### config.mk
export PLATFORM = sky130hd
export DESIGN_NAME = rc4_prga_decrypt
export DESIGN_NICKNAME = d
export VERILOG_FILES = /design/src/rtl/rc4_prga_decrypt.sv
export SDC_FILE = /design/constraint.sdc
export NUM_CORES = 1
export LEC_CHECK = 0
export CAP_MARGIN = 20
export CORE_UTILIZATION = 35
export CTS_CLUSTER_DIAMETER = 50
export DETAILED_ROUTE_END_ITERATION = 8
export GPL_TIMING_DRIVEN = 0
export PLACE_DENSITY = 0.52
export SYNTH_ARGS = -nofsm -noshare
export SYNTH_HDL_FRONTEND = slang
export SYNTH_SLANG_ARGS = --single-unit
### constraint.sdc
create_clock -name clk -period 2.7 [get_ports clk]
set_input_delay 0.54 -clock clk [delete_from_list [all_inputs] [get_ports clk]]
set_output_delay 0.54 -clock clk [all_outputs]
set_load 0.01 [all_outputs]
### src/rtl/rc4_prga_decrypt.sv
// RC4 keystream (PRGA) stage: swaps S entries, XORs each keystream byte with
// a ciphertext ROM byte and writes the plaintext to the result RAM.
// Optional feature macro: RC4_CHAR_CHECK_EN (abort with fail=1 on a plaintext
// byte outside 'a'..'z' / space).
module rc4_prga_decrypt #(
    parameter int unsigned MSG_LEN = 32,
    parameter int unsigned ADDR_W  = 5
) (
    input  logic              clk,
    input  logic              reset,
    input  logic              start,
    output logic              finish,
    output logic [7:0]        s_address,
    output logic [7:0]        s_data,
    output logic              s_wen,
    input  logic [7:0]        s_q,
    output logic [ADDR_W-1:0] rom_address,
    input  logic [7:0]        rom_q,
    output logic [ADDR_W-1:0] dec_address,
    output logic [7:0]        dec_data,
    output logic              dec_wen,
    output logic              fail
);

    localparam int unsigned BYTE_W = 8;
    localparam logic [ADDR_W-1:0] LAST_K = ADDR_W'(MSG_LEN - 1);

    typedef enum logic [4:0] {
        IDLE, INIT, INC_I,
        RD_SI, WT_SI, ST_SI, UPD_J,
        RD_SJ, WT_SJ, ST_SJ,
        SET_WJ, WR_SJ, SET_WI, WR_SI,
        RD_F, WT_F, ST_F,
        SET_D, WR_D, NEXT_K, DONE
    } state_t;

    state_t state, state_n;

    logic [BYTE_W-1:0] i_q, i_n;
    logic [BYTE_W-1:0] j_q, j_n;
    logic [BYTE_W-1:0] si_q, si_n;
    logic [BYTE_W-1:0] sj_q, sj_n;
    logic [BYTE_W-1:0] f_q, f_n;
    logic [BYTE_W-1:0] c_q, c_n;
    logic [ADDR_W-1:0] k_q, k_n;

    logic [BYTE_W-1:0] s_address_n, s_data_n, dec_data_n;
    logic [ADDR_W-1:0] rom_address_n, dec_address_n;
    logic              s_wen_n, dec_wen_n, finish_n, fail_n;

    logic [BYTE_W-1:0] plain_c;
    logic              plain_ok_c;

    // keystream byte XOR ciphertext byte
    assign plain_c = f_q ^ c_q;

`ifdef RC4_CHAR_CHECK_EN
    // acceptable plaintext: lowercase letter or space
    assign plain_ok_c = ((plain_c >= 8'h61) && (plain_c <= 8'h7A)) || (plain_c == 8'h20);
`else
    assign plain_ok_c = 1'b1;
`endif

    // state register
    always_ff @(posedge clk or negedge reset) begin
        if (!reset) state <= IDLE;
        else        state <= state_n;
    end

    // next state, datapath updates and next registered outputs
    always_comb begin
        state_n       = state;
        i_n           = i_q;
        j_n           = j_q;
        si_n          = si_q;
        sj_n          = sj_q;
        f_n           = f_q;
        c_n           = c_q;
        k_n           = k_q;
        s_address_n   = s_address;
        s_data_n      = s_data;
        rom_address_n = rom_address;
        dec_address_n = dec_address;
        dec_data_n    = dec_data;
        s_wen_n       = 1'b0;
        dec_wen_n     = 1'b0;
        finish_n      = 1'b0;
        fail_n        = 1'b0;

        case (state)
            IDLE: if (start) state_n = INIT;
            INIT: begin
                i_n     = '0;
                j_n     = '0;
                k_n     = '0;
                state_n = INC_I;
            end
            INC_I: begin
                i_n     = i_q + BYTE_W'(1);
                state_n = RD_SI;
            end
            RD_SI: begin
                s_address_n = i_q;
                state_n     = WT_SI;
            end
            WT_SI: state_n = ST_SI;
            ST_SI: begin
                si_n    = s_q;
                state_n = UPD_J;
            end
            UPD_J: begin
                j_n     = j_q + si_q;
                state_n = RD_SJ;
            end
            RD_SJ: begin
                s_address_n = j_q;
                state_n     = WT_SJ;
            end
            WT_SJ: state_n = ST_SJ;
            ST_SJ: begin
                sj_n    = s_q;
                state_n = SET_WJ;
            end
            SET_WJ: begin
                s_address_n = j_q;
                s_data_n    = si_q;
                s_wen_n     = 1'b1;
                state_n     = WR_SJ;
            end
            WR_SJ: state_n = SET_WI;
            // S[i] written after S[j] so that i==j leaves the original value
            SET_WI: begin
                s_address_n = i_q;
                s_data_n    = sj_q;
                s_wen_n     = 1'b1;
                state_n     = WR_SI;
            end
            WR_SI: state_n = RD_F;
            RD_F: begin
                s_address_n   = si_q + sj_q;
                rom_address_n = k_q;
                state_n       = WT_F;
            end
            WT_F: state_n = ST_F;
            ST_F: begin
                f_n     = s_q;
                c_n     = rom_q;
                state_n = SET_D;
            end
            SET_D: begin
                if (plain_ok_c) begin
                    dec_address_n = k_q;
                    dec_data_n    = plain_c;
                    dec_wen_n     = 1'b1;
                    state_n       = WR_D;
                end else begin
                    finish_n = 1'b1;
                    fail_n   = 1'b1;
                    state_n  = DONE;
                end
            end
            WR_D: state_n = NEXT_K;
            NEXT_K: begin
                if (k_q == LAST_K) begin
                    finish_n = 1'b1;
                    state_n  = DONE;
                end else begin
                    k_n     = k_q + ADDR_W'(1);
                    state_n = INC_I;
                end
            end
            DONE: state_n = IDLE;
            default: state_n = IDLE;
        endcase
    end

    // datapath and output registers
    always_ff @(posedge clk or negedge reset) begin
        if (!reset) begin
            i_q         <= '0;
            j_q         <= '0;
            si_q        <= '0;
            sj_q        <= '0;
            f_q         <= '0;
            c_q         <= '0;
            k_q         <= '0;
            s_address   <= '0;
            s_data      <= '0;
            s_wen       <= 1'b0;
            rom_address <= '0;
            dec_address <= '0;
            dec_data    <= '0;
            dec_wen     <= 1'b0;
            finish      <= 1'b0;
            fail        <= 1'b0;
        end else begin
            i_q         <= i_n;
            j_q         <= j_n;
            si_q        <= si_n;
            sj_q        <= sj_n;
            f_q         <= f_n;
            c_q         <= c_n;
            k_q         <= k_n;
            s_address   <= s_address_n;
            s_data      <= s_data_n;
            s_wen       <= s_wen_n;
            rom_address <= rom_address_n;
            dec_address <= dec_address_n;
            dec_data    <= dec_data_n;
            dec_wen     <= dec_wen_n;
            finish      <= finish_n;
            fail        <= fail_n;
        end
    end

endmodule

* Yosys cells after proc, flatten, opt, wreduce, memory -nomap -nowiden *
Index checks and enable logic that the tools add are counted.

storage, ports and cells
  bits in registers = 95
  bits in latches = 0
  bits in writable memories = 0
  ROM bits = 0
  bits of input ports = 19
  output and inout port bits = 38
  memories kept = 0

operators by class
  add/sub/neg operators = 4
  multipliers = 0
  divide/modulo/power cells = 0
  order comparisons = 0
  equality and inequality tests = 22
  shifts and indexed selects = 0
  mux-type cells = 13
  bitwise logic cells = 1
  reductions and logical operators = 10

operators with widths
  cell                   count
  $pmux W5 S20           1
  $pmux W8 S2            3
  $eq A5 B4 Y1 const B   8
  $eq A5 B5 Y1 const B   5
  $pmux W8 S3            1
  $eq A5 B3 Y1 const B   4
  $add A8 B8 Y8          2
  $mux W5                3
  $eq A5 B2 Y1 const B   2
  $pmux W5 S2            1
  $add A8 B1 Y8 const B  1
  $reduce_bool A2 Y1     4
  $xor A8 B8 Y8          1
  $reduce_or A2 Y1       3
  $add A5 B1 Y5 const B  1
  $eq A5 B1 Y1 const B   1
  $logic_not A5 Y1       1
  $mux W1                4
  $ne A2 B2 Y1 const B   2
  $reduce_bool A3 Y1     1
  $reduce_and A2 Y1      1

* Longest topological paths before layout *
  depth after elaboration = 3
  gate-level depth with buffers = 7

* Worst setup path after synthesis *
No wires, ideal clock.

  path type = register -> register
  from = register si_q[0]
  to = register s_address[6]
  library setup time = 0.133 ns
  arrival = 1.780 ns
  data required time = 2.567 ns
  setup slack = 0.787 ns
  stages on the path, launching flop included = 8
  cells stage by stage = dfrtp_1 ha_1 fa_1 a211oi_1 o21bai_1 a21oi_1 xor2_1 o22ai_1

between the ends
  cells in the longest elaborated chain, start to end = 2

ends and longest elaborated chain
  element                   line  RTL
  start: declaration        41    logic [BYTE_W-1:0] si_q, si_n;
  start signal: assignment  199   si_q <= si_n;
  $add A8 B8 Y8             140   s_address_n = si_q + sj_q;
  $pmux W8 S3               90    case (state)
  end signal: assignment    204   s_address <= s_address_n;
  end: declaration          13    output logic [7:0] s_address,

No other way between the ends.
A chain may end at the register's enable or synchronous reset.

* Worst setup path in the final report *
Same ends and word-level chain as after synthesis.

==> results.json <==
{
  "post_route_fraction_of_the_period_consumed_by_the_critical_path": 0.8184,
  "status": "completed",
  "critPathMaxStageDelay_ps": 430,
  "dpl.cell_count": 665,
  "fraction_of_final_layout_cells_with_drive_strength_greater_than_1": 0.1465,
  "layout.core_utilization": 0.4412,
  "instances_no_fill": 681,
  "drt_pass1_iterations": 4,
  "maxSlewHeadroom": 0.4689,
  "floorplan.die.width_um": 118.3,
  "postCtsSetupBuffers": 0,
  "power.net_switching_mw": 2.640,
  "core-area_mm2": 0.01319,
  "holdBufCountCts": 0,
  "drt_iter0_markers": 94,
  "tritoncts_num_sinks": 95,
  "setup_viol": 0,
  "finish.net_count": 538,
  "hold_viol": 0,
  "critical-path-slowest-cell": "fa_1",
  "area_growth_pct": 23.01,
  "ir_worst_vdd_mv": 0.5339,
  "grt_usage": 0.1632,
  "grt_antenna_before_repair": 0,
  "routed_wirelength_mm": 10.55,
  "synthesis.area_per_instance_um2": 10.93,
  "grt_setup_unrepaired": "no",
  "detailed_route_via_count": 3384,
  "sequential_fraction_of_design_power": 0.347,
  "setup.worst_path.class": "flop to flop",
  "pin_count_of_the_biggest_net_entering_global_routing": 65,
  "tightestPinTransition_ps": 792.3,
  "maximum_fanout_along_the_worst_path": 4,
  "drc": 0,
  "buffer_cell_driving_the_clock_tree_root": "clkbuf_16",
  "avgViaCountPerCell": 4.969,
  "residual_antenna_violating_net_count_after_detailed_routing": 0,
  "yosys_most_used_dff": "dfrtp_1",
  "critical_path.cell_chain": "ha_1 > fa_1 > a211oi_1 > o21bai_1 > a21oi_1 > xor2_1 > o22ai_1",
  "synth_area_mm2": 0.004731,
  "num_io_pins": 57,
  "die_h_um": 118.3,
  "power_mw": 6.969,
  "worstSetupEndpointType": "flop",
  "clock_power_share": 0.182,
  "maxSlewViolCount": 0,
  "max_freq_mhz": 452.5,
  "worst_setup_path_start_kind": "flop",
  "dp_hpwl_mm": 7.900,
  "synthesis.nets": 471,
  "synth_enable_flop_cells": 0,
  "routed_wire_length_per_instance_um": 15.49,
  "gate_count_post_synth": 433,
  "power.density_cell_area_mw_per_mm2": 1198,
  "total_leakage_power_nw": 2.561,
  "synthDistinctLibCells": 53,
  "first_global_vias": 3417,
  "filler_cell_count": 1267,
  "mostFrequentLayoutCells": "dfrtp_1 (95), nand2_1 (55), clkdlybuf4s50_1 (54)",
  "arrival_ps": 2430,
  "drv_cap": 0,
  "htree_num_levels": 3,
  "async_flop_share": 1.000,
  "portBuffers": 55,
  "initial_utilization": 0.3587,
  "floorplan.rows": 42,
  "grt_pass1_wl_mm": 17.53,
  "switching_part_of_the_total_power": 0.3789,
  "area_of_the_die_mm2": 0.01399,
  "max-clock-path-buffers": 2,
  "antennaDiodeCount": 0,
  "pwr-share-comb": 0.470,
  "layout.cells.most_common": "dfrtp_1",
  "worst_setup_hold_path_clk_slew_ps": 70,
  "intPower_mw": 4.329,
  "hold-worst-slack_ps": 139.1,
  "period_minus_slack_ps": 2210,
  "grt_overflow_total": 0,
  "synth.ff_latch_count": 95,
  "tritoncts": "built",
  "insertion_delay_ps": 350,
  "worst_ep_required_time_ps": 2920,
  "finalWeightedCongestion": 0.8124,
  "cts-buffers-inserted": 9,
  "synthesis.yosys.warnings": 0,
  "clock_skew_ps": 6.256,
  "synth.yosys.seq_area_share": 0.5025,
  "holdCritPathClass": "primary input to async pin",
  "cts_resized": 0
}
## through the flow
| stage | setup TNS (ps) | worst slack (ps) | instance area (µm²) |
|---|---|---|---|
| finish | 0 | 490.3 | 5819 |
| detailed placement | 0 | 458.8 | 5527 |
| CTS | 0 | 461.6 | 5819 |
| global placement | -244870 | -2587 | 5502 |
| global route | 0 | 269.2 | 5819 |
| floorplan | 0 | 787.1 | 4731 |
## final cells by class
cell class	instances	area (µm²)	share of cell area
Buffer	15	85.08	0.01462
Clock buffer	13	250.2	0.04300
Clock inverter	3	42.54	0.007310
Inverter	5	18.77	0.003225
Multi-Input combinational cell	318	2250	0.3866
Sequential cell	95	2377	0.4085
Tap cell	176	220.2	0.03784
Timing Repair Buffer	56	575.6	0.09890
## state kept, by name, summed over array words and instances (netlist names)
register,cells
dec_wen,1
sj_q,8
f_q,8
s_wen,1
s_data,8
c_q,8
i_q,8
s_address,8
k_q,5
dec_address,5
si_q,8
finish,1
state,5
j_q,8
rom_address,5
dec_data,8
## routing by layer
metal	GRT usage	vias to the layer above	part of all wire
li1	-	1679	-
met1	0.2186	1644	0.49
met2	0.2563	50	0.46
met3	0.03909	11	0.033
met4	0.05929	0	0.013
met5	0	-	0
## Yosys cell counts, types with 2 or more instances
library cell / instances / area [µm²]
a211oi_1: 4 / 30.03
a21o_1: 7 / 52.55
a21oi_1: 17 / 85.08
a22o_1: 3 / 26.28
a22oi_1: 8 / 60.06
a2bb2oi_1: 2 / 17.52
a31oi_1: 3 / 18.77
and2_1: 3 / 18.77
and3_1: 3 / 18.77
buf_2: 5 / 25.02
buf_4: 2 / 15.01
buf_6: 2 / 22.52
clkbuf_1: 6 / 22.52
dfrtp_1: 95 / 2377
fa_1: 2 / 40.04
ha_1: 17 / 212.7
inv_1: 5 / 18.77
mux2_2: 41 / 461.7
mux2i_1: 9 / 90.09
nand2_1: 55 / 206.5
nand2b_1: 2 / 12.51
nand3_1: 7 / 35.03
nand4_1: 2 / 12.51
nand4bb_1: 2 / 22.52
nor2_1: 25 / 93.84
nor2b_1: 6 / 37.54
nor3_1: 8 / 40.04
nor3_2: 2 / 20.02
nor3b_1: 5 / 37.54
o211ai_1: 2 / 15.01
o21a_1: 2 / 15.01
o21ai_0: 34 / 170.2
o21bai_1: 4 / 30.03
o22ai_1: 3 / 18.77
or2_2: 2 / 12.51
xnor2_1: 13 / 113.9
xor2_1: 9 / 78.83
## worst max-delay path: cells and delay by family (launching register included)
family                     cells  cell delay [ps]
AOI/OAI and AO/OA              4              710
xor gates and xnor gates       1              260
adders and majority gates      2              690
DFF                            1              420
## path summary, 6_finish.rpt
check / from / to / slack [ps] / cells past startpoint
worst max-delay path: si_q[0] / s_address[6] / 490 / 7
worst min-delay path: reset / dec_data[6] / 140 / 1
worst max register to register: si_q[0] / s_address[6] / 490 / 7
worst min register to register: dec_address[3] / dec_address[3] / 480 / 2
max in group asynchronous: reset / i_q[0] / 1880 / 2
min in group clk: dec_address[3] / dec_address[3] / 480 / 2
## cell families after synthesis
kind of cell / synth area share
flip-flops: 0.5025
AND/OR/NAND/NOR: 0.1389
other: 0.0007927
buffers and inverters: 0.02195
adder cells (fa/ha/maj): 0.05342
AO/OA/AOI/OAI: 0.1251
XOR/XNOR: 0.04073
multiplexers: 0.1166
## power by group through the flow
stage | registers, mW | clock network, mW | logic (mW)
floorplan | 2.41 | 0 | 2.22
global placement | 2.43 | 0 | 3.25
detailed placement | 2.45 | 0 | 3.30
CTS | 2.43 | 1.31 | 3.31
global route | 2.50 | 1.37 | 3.68
finish | 2.42 | 1.27 | 3.28
(Power assumes the default switching activity.)
